`src/rtl/axi4_master_wr_burst_engine.sv`:
```
// axi4_master_wr_burst_engine: command/beat streams to AXI4 AW/W/B write bursts
// with local rejection of illegal bursts and bounded outstanding tracking.
module axi4_master_wr_burst_engine #(
  parameter int ADDR_WIDTH      = 32,
  parameter int DATA_WIDTH      = 32,
  parameter int ID_WIDTH        = 4,
  parameter int MAX_OUTSTANDING = 4,
  parameter int MAX_LEN         = 16
) (
  input  logic                    ACLK,
  input  logic                    ARESETn,
  input  logic                    cmd_valid,
  output logic                    cmd_ready,
  input  logic [ADDR_WIDTH-1:0]   cmd_addr,
  input  logic [7:0]              cmd_len,
  input  logic [ID_WIDTH-1:0]     cmd_id,
  output logic                    cmd_err,
  input  logic                    wdat_valid,
  output logic                    wdat_ready,
  input  logic [DATA_WIDTH-1:0]   wdat_data,
  input  logic [DATA_WIDTH/8-1:0] wdat_strb,
  output logic                    rsp_valid,
  input  logic                    rsp_ready,
  output logic [ID_WIDTH-1:0]     rsp_id,
  output logic [1:0]              rsp_resp,
  output logic                    AWVALID,
  input  logic                    AWREADY,
  output logic [ADDR_WIDTH-1:0]   AWADDR,
  output logic [7:0]              AWLEN,
  output logic [2:0]              AWSIZE,
  output logic [1:0]              AWBURST,
  output logic [ID_WIDTH-1:0]     AWID,
  output logic                    WVALID,
  input  logic                    WREADY,
  output logic [DATA_WIDTH-1:0]   WDATA,
  output logic [DATA_WIDTH/8-1:0] WSTRB,
  output logic                    WLAST,
  input  logic                    BVALID,
  output logic                    BREADY,
  input  logic [ID_WIDTH-1:0]     BID,
  input  logic [1:0]              BRESP
);
  localparam int NB = DATA_WIDTH / 8;
  localparam int SZ = $clog2(NB);
  localparam int OW = $clog2(MAX_OUTSTANDING + 1);
  localparam int PW = MAX_OUTSTANDING > 1 ? $clog2(MAX_OUTSTANDING) : 1;
  localparam logic [ADDR_WIDTH-1:0] AMASK = ADDR_WIDTH'(NB - 1);
  typedef enum logic {W_IDLE, W_DATA} wst_e;
  wst_e            wst_q;
  logic [OW-1:0]   out_q, out_d, cnt_q;
  logic [PW-1:0]   wr_q, rd_q;
  logic [7:0]      beat_q;
  logic [7:0]      fifo_q [MAX_OUTSTANDING];
  logic [17:0]     end_b;
  logic            illegal, cmd_fire, acc, b_ok, w_fire, w_pop;
  // 18 bits holds 4095 + 256*128 without wrapping for every legal parameter set
  assign end_b     = {6'd0, cmd_addr[11:0]} + ({9'd0, {1'b0, cmd_len} + 9'd1} << SZ);
  assign illegal   = (|(cmd_addr & AMASK)) || ({1'b0, cmd_len} >= 9'(MAX_LEN)) || (end_b > 18'd4096);
  assign cmd_ready = !AWVALID && (out_q < OW'(MAX_OUTSTANDING));
  assign cmd_fire  = cmd_valid && cmd_ready;
  assign acc       = cmd_fire && !illegal;
  assign BREADY    = !rsp_valid || rsp_ready;
  assign b_ok      = BVALID && BREADY && (out_q != '0);
  assign WVALID    = (wst_q == W_DATA) && wdat_valid;
  assign wdat_ready = (wst_q == W_DATA) && WREADY;
  assign WLAST     = (wst_q == W_DATA) && (beat_q == 8'd0);
  assign WDATA     = wdat_data;
  assign WSTRB     = wdat_strb;
  assign w_fire    = WVALID && WREADY;
  assign w_pop     = w_fire && WLAST;
  assign out_d     = out_q + OW'(acc) - OW'(b_ok);
  assign AWSIZE    = 3'(SZ);
  assign AWBURST   = 2'b01;
  always_ff @(posedge ACLK or negedge ARESETn) begin
    if (!ARESETn) begin
      AWVALID   <= 1'b0;
      AWADDR    <= '0;
      AWLEN     <= '0;
      AWID      <= '0;
      cmd_err   <= 1'b0;
      rsp_valid <= 1'b0;
      rsp_id    <= '0;
      rsp_resp  <= '0;
      out_q     <= '0;
      cnt_q     <= '0;
      wr_q      <= '0;
      rd_q      <= '0;
      beat_q    <= '0;
      wst_q     <= W_IDLE;
    end else begin
      cmd_err <= cmd_fire && illegal;
      if (acc) begin
        AWVALID <= 1'b1;
        AWADDR  <= cmd_addr;
        AWLEN   <= cmd_len;
        AWID    <= cmd_id;
      end else if (AWREADY) AWVALID <= 1'b0;
      out_q <= out_d;
      cnt_q <= cnt_q + OW'(acc) - OW'(w_pop);
      if (acc) wr_q <= (wr_q == PW'(MAX_OUTSTANDING - 1)) ? '0 : wr_q + 1'b1;
      if (w_pop) rd_q <= (rd_q == PW'(MAX_OUTSTANDING - 1)) ? '0 : rd_q + 1'b1;
      if (wst_q == W_IDLE) begin
        if (cnt_q != '0) begin
          beat_q <= fifo_q[rd_q];
          wst_q  <= W_DATA;
        end
      end else if (w_fire) begin
        if (WLAST) wst_q <= W_IDLE;
        else beat_q <= beat_q - 8'd1;
      end
      if (b_ok) begin
        rsp_valid <= 1'b1;
        rsp_id    <= BID;
        rsp_resp  <= BRESP;
      end else if (rsp_ready) rsp_valid <= 1'b0;
    end
  end
  always_ff @(posedge ACLK) if (acc) fifo_q[wr_q] <= cmd_len;
  // a B with nothing outstanding is dropped by b_ok; flag it in simulation
  a_no_underflow: assert property (@(posedge ACLK) disable iff (!ARESETn) !(BVALID && BREADY && out_q == '0));
endmodule

```
`config.mk`:
```
export PLATFORM = sky130hd
export DESIGN_NAME = axi4_master_wr_burst_engine
export DESIGN_NICKNAME = d
export VERILOG_FILES = /design/src/rtl/axi4_master_wr_burst_engine.sv
export SDC_FILE = /design/constraint.sdc
export NUM_CORES = 1
export LEC_CHECK = 0
export ABC_CLOCK_PERIOD_IN_PS = 7900
export CAP_MARGIN = 10
export CORE_AREA = 8 8 114 116
export DETAILED_ROUTE_END_ITERATION = 16
export DIE_AREA = 0 0 122 124
export PLACE_DENSITY = 0.86
export SLEW_MARGIN = 20
export SYNTH_ARGS = -nofsm -noshare
export SYNTH_HDL_FRONTEND = slang
export SYNTH_SLANG_ARGS = --single-unit
```
`constraint.sdc`:
```
create_clock -name ACLK -period 7.9 [get_ports ACLK]
set_clock_uncertainty 0.05 [all_clocks]
set_input_delay 1.58 -clock ACLK [delete_from_list [all_inputs] [get_ports ACLK]]
set_output_delay 1.58 -clock ACLK [all_outputs]
set_load 0.01 [all_outputs]
```
# == Yosys cells after proc, flatten, opt, wreduce, memory -nomap -nowiden ==
# Memory sizes are Yosys's and may differ from the RTL's.
# Index checks and enable logic that the tools add are counted.
# totals
regBits,72
ram_bits,32
in_bits,94
output_inout_bits,99
word_cells,72
memories,1
# classes
n_addsub,9
order_cmp,3
n_eq_ne,4
muxes,16
n_reduce_logical,25
# memory_table
memory,depth,width,read_ports,rd_ports_with_merged_regs,write_ports,line,source
fifo_q,4,8,1,0,1,53,logic [7:0] fifo_q [MAX_OUTSTANDING];
# ops
cell,n
$mux 8,4
$add 12x11->13,1
$gt 13x13->1 const B,1
$logic_and 1x1->1,11
$mux 1,10
$add 8x1->9 const B,1
$ge 8x5->1 const B,1
$logic_not 8->1,1
$sub 8x1->8 const B,1
$add 3x1->3,2
$reduce_bool 2->1,3
$reduce_bool 3->1,2
$sub 3x1->3,2
$add 2x1->2 const B,2
$eq 2x2->1 const B,2
$mux 2,2
$logic_not 1->1,3
$logic_or 1x1->1,3
$lt 3x3->1 const B,1
$reduce_and 3->1,1
$ne 2x1->1 const B,1
$ne 2x2->1 const B,1
$reduce_or 2->1,1

# == Depth between registers and ports, before layout ==
# logic_depth
depth_word,8
mapped_depth,21
depth_no_buf,19

# == Worst setup path before layout ==
# No wires, ideal clock.
# synth_timing
kind,input to register
from,in cmd_len[0]
to,reg cnt_q[2]
setup_ns,0.123
arrival_time_ns,5.288
t_required_ns,7.727
setup_slack_ns,2.439
cell_stages,18
n_path_buf,1
cell_sequence,inv_1 ha_1 fa_1 or4_1 a211oi_1 o21ai_1 nor4_2 a31oi_2 a21oi_1 clkbuf_1 inv_1 ha_1 inv_1 ha_1 inv_1 fa_1 xnor2_1 xnor2_1
# synth_between
elab_chain_cells,8
elab_cells_between_ends,10
cone_classes,add/sub: 4; order compare: 2; reduce/logical: 4
# synth_rtl
element,line,source
start: declaration,15,"input logic [7:0] cmd_len,"
$add 8x1->9,57,"assign end_b = {6'd0, cmd_addr[11:0]} + ({9'd0, {1'b0, cmd_len} + 9'd1} << SZ);"
$add 12x11->13,57,
$gt 13x13->1,58,"assign illegal = (|(cmd_addr & AMASK)) || ({1'b0, cmd_len} >= 9'(MAX_LEN)) || (end_b > 18'd4096);"
$logic_or 1x1->1 *,58,
$logic_not 1->1 *,61,assign acc = cmd_fire && !illegal;
$logic_and 1x1->1 *,61,
$add 3x1->3 *,99,cnt_q <= cnt_q + OW'(acc) - OW'(w_pop);
$sub 3x1->3 *,99,
end signal: assignment,99,
end: declaration,50,"logic [OW-1:0] out_q, out_d, cnt_q;"
# Mark *: on every way between the ends. The rest lies on a longest branch, timed or not.
# A chain may end at the register's enable or synchronous reset.

# == Final worst setup path ==
# Ends and elaborated chain as after synthesis.

==> flow_summary.json <==
{
  "synthesis.area_um2": 5210,
  "yosys_warnings": 0,
  "antenna_cells": 0,
  "drt-wirelength-per-cell_um": 18.1,
  "io_buffers": 115,
  "crit_path_end_kind": "flip-flop",
  "arrival_ns": 6.30,
  "postCtsResizedCells": 0,
  "ir_drop_v": 0.000137,
  "power.leakage_nw": 2.75,
  "nets": 622,
  "grt_pass1_wl_um": 18500,
  "synth_cell_types": 53,
  "criticalPathCategory": "in -> reg",
  "finalSetupViolCount": 0,
  "rows": 39,
  "antenna_found_initial": 0,
  "path_clk_slew_ns": 0.07,
  "drt_wl_total_um": 11800,
  "max_clock_freq_mhz": 164,
  "critPathLaunch": "cmd_len[0]",
  "syn_inst": 426,
  "timing.critical_path.cells": "clkdlybuf4s50_1 > inv_1 > ha_1 > fa_1 > or4_1 > a211oi_1 > o21ai_1 > nor4_2 > a31oi_2 > a21oi_1 > buf_4 > inv_1 > ha_1 > inv_1 > ha_1 > inv_1 > fa_1 > xnor2_1 > xnor2_1",
  "final_max_slew_viol_count": 0,
  "vias": 3433,
  "grt_max_degree": 73,
  "hold-path-cell-count": 2,
  "clock_sinks": 104,
  "tns_ns": 0,
  "cts_buffers": 9,
  "postLayoutCellArea_um2": 6490,
  "worstHoldEndpoint": "rsp_id[3]",
  "hold_violations": 0,
  "crit_path_frequent_cell": "inv_1",
  "viasPerCell": 5.27,
  "die_w_um": 122,
  "start_kind": "input port",
  "final_cell_mix": "114 x clkdlybuf4s50_1, 72 x dfrtp_1, 32 x mux2_2, 32 x edfxtp_1, 31 x nand2_1",
  "crit_required_ns": 8.11,
  "grt_setup_unrepaired": "false",
  "dieArea_um2": 15100,
  "grt_usage_pct": 15.6,
  "dp_hpwl_um": 8980,
  "drcViolationCount": 0,
  "relSlewSlack_pct": 38.7,
  "tightestPinTransition_ns": 0.905,
  "insertion_delay_ns": 0.34,
  "final_common_cell": "clkdlybuf4s50_1",
  "final_cells": 651,
  "die_y_um": 124,
  "crit_slowest_cell": "clkdlybuf4s50_1",
  "worstRegToRegCells": 13,
  "ys_seq_area_share_pct": 53.0,
  "slowest_delay_ns": 0.65,
  "status": "finished, final reports clean",
  "p_total_mw": 1.54,
  "post_cts_buffers": 0,
  "core_area_um2": 11200,
  "grt_overflow": 0,
  "nFillCells": 896,
  "r2r-start": "beat_q[0]",
  "place_area_um2": 6220,
  "cts_tree": "done",
  "ios": 193,
  "drive_gt1_share_pct": 12.6,
  "synthFlopType": "dfrtp_1",
  "postRouteAntennaNets": 0,
  "dpl.cell_count": 635,
  "cts_root_buf": "clkbuf_16",
  "cts_hold_buf": 0,
  "drtIter0Drc": 174,
  "htreeDepth": 3,
  "start_util_pct": 46.6,
  "crit_fanout": 12,
  "hold_class": "reg -> reg",
  "place_congestion": 0.859,
  "synth.avg_cell_area_um2": 12.2,
  "power-per-cell-area_nw_per_um2": 238,
  "clock_path_buffers": 2,
  "timing.rr.end": "cnt_q[2]",
  "async_flop_share_pct": 69.2,
  "fin_util_pct": 58.1,
  "synth_seq_cells": 104,
  "maxCapViolCount": 0,
  "grt_pass1_vias": 3610,
  "r2r_setup_slack_ns": 4.39,
  "fin_crit_ns": 6.08,
  "dr.pass1.iters": 4,
  "worstHoldStart": "rsp_id[3]",
  "cp_top_family": "adder cells",
  "synth_edf_count": 32,
  "critPathBufInv": 6,
  "timing.final.crit_share_pct": 77.0,
  "syn2layout_area_growth_pct": 24.5
}
-- registers in the layout (all words and copies together), names as in the netlist --
register	cells
AWADDR	32
fifo_q	32
AWLEN	8
beat_q	8
AWID	4
rsp_id	4
cnt_q	3
out_q	3
rd_q	2
rsp_resp	2
wr_q	2
AWVALID	1
cmd_err	1
rsp_valid	1
wst_q	1
-- cell type report --
type | count | area [µm²] | share of cell area, %
sequential | 104 | 2760 | 42.6
multi-input combinational | 249 | 2010 | 30.9
timing repair buffer | 118 | 1200 | 18.5
clock buffer | 9 | 225 | 3.47
tap | 143 | 179 | 2.76
inverter | 21 | 78.8 | 1.21
clock inverter | 7 | 38.8 | 0.598
-- metrics by stage --
stage               setup slack (ns)  hold WS [ns]
global route                    1.45         0.458
detailed placement              1.49         0.420
global placement                1.68         0.409
CTS                             1.77         0.437
finish                          1.82         0.430
floorplan                       2.44         0.396
-- cell usage after synthesis (4+ instances only) --
| cell | count | share of area [%] |
|---|---|---|
| nand3_1 | 16 | 1.5 |
| xnor2_1 | 8 | 1.3 |
| mux4_2 | 8 | 3.5 |
| a21oi_1 | 17 | 1.6 |
| nor2b_1 | 7 | 0.84 |
| and2_1 | 6 | 0.72 |
| inv_1 | 21 | 1.5 |
| nor3b_1 | 4 | 0.58 |
| dfrtp_1 | 72 | 35 |
| nand2_1 | 31 | 2.2 |
| edfxtp_1 | 32 | 18 |
| and3_1 | 7 | 0.84 |
| o21ai_0 | 12 | 1.2 |
| nor2_1 | 14 | 1.0 |
| buf_4 | 43 | 6.2 |
| o22ai_1 | 6 | 0.72 |
| clkbuf_1 | 8 | 0.58 |
| mux2_1 | 9 | 1.9 |
| ha_1 | 22 | 5.3 |
| mux2_2 | 32 | 6.9 |
-- per-layer routing --
| layer | GRT usage, % | share of wire (%) | up-vias |
|---|---|---|---|
| met4 | 7.25 | 2.2 | 0 |
| met1 | 17.1 | 38 | 1657 |
| met2 | 26.7 | 51 | 126 |
| li1 | - | - | 1623 |
| met3 | 5.71 | 9.4 | 27 |
| met5 | 0 | 0 | - |
-- tightest hold or removal path, stage by stage (launching register included) --
cell and delay, ns:
dfrtp_1 0.35, nand2_1 0.05, nand2_1 0.05
-- worst max path at each step --
stage / endpoint / slack [ns] / cells after the start
after floorplan: cnt_q[2] / 2.44 / 18
after global placement: cnt_q[2] / 1.68 / 19
after detailed placement: cnt_q[2] / 1.49 / 19
after CTS: cnt_q[2] / 1.77 / 19
after global routing: cnt_q[2] / 1.45 / 21
final: cnt_q[2] / 1.82 / 19
-- cell families (layout without fill, tap and decap cells) --
logic type      count (synthesis)  after routing  synth area share, %
mux                            50             50                 12.5
fa+ha+maj                      25             25                 6.43
xor+xnor                       11             11                 1.85
other cells                     2              5                0.144
buf+inv                        76            155                 8.88
flops                         104            104                 53.0
compound gates                 59             59                 7.37
simple gates                   99             99                 9.82
-- report_power, final --
part | switching [mW] | internal (mW) | leakage (nW) | total [mW]
clock | 0.193 | 0.210 | 0.122 | 0.403
combinational | 0.192 | 0.243 | 1.39 | 0.435
sequential | 0.0689 | 0.638 | 1.24 | 0.707
Power figures use the tool's default switching activity.
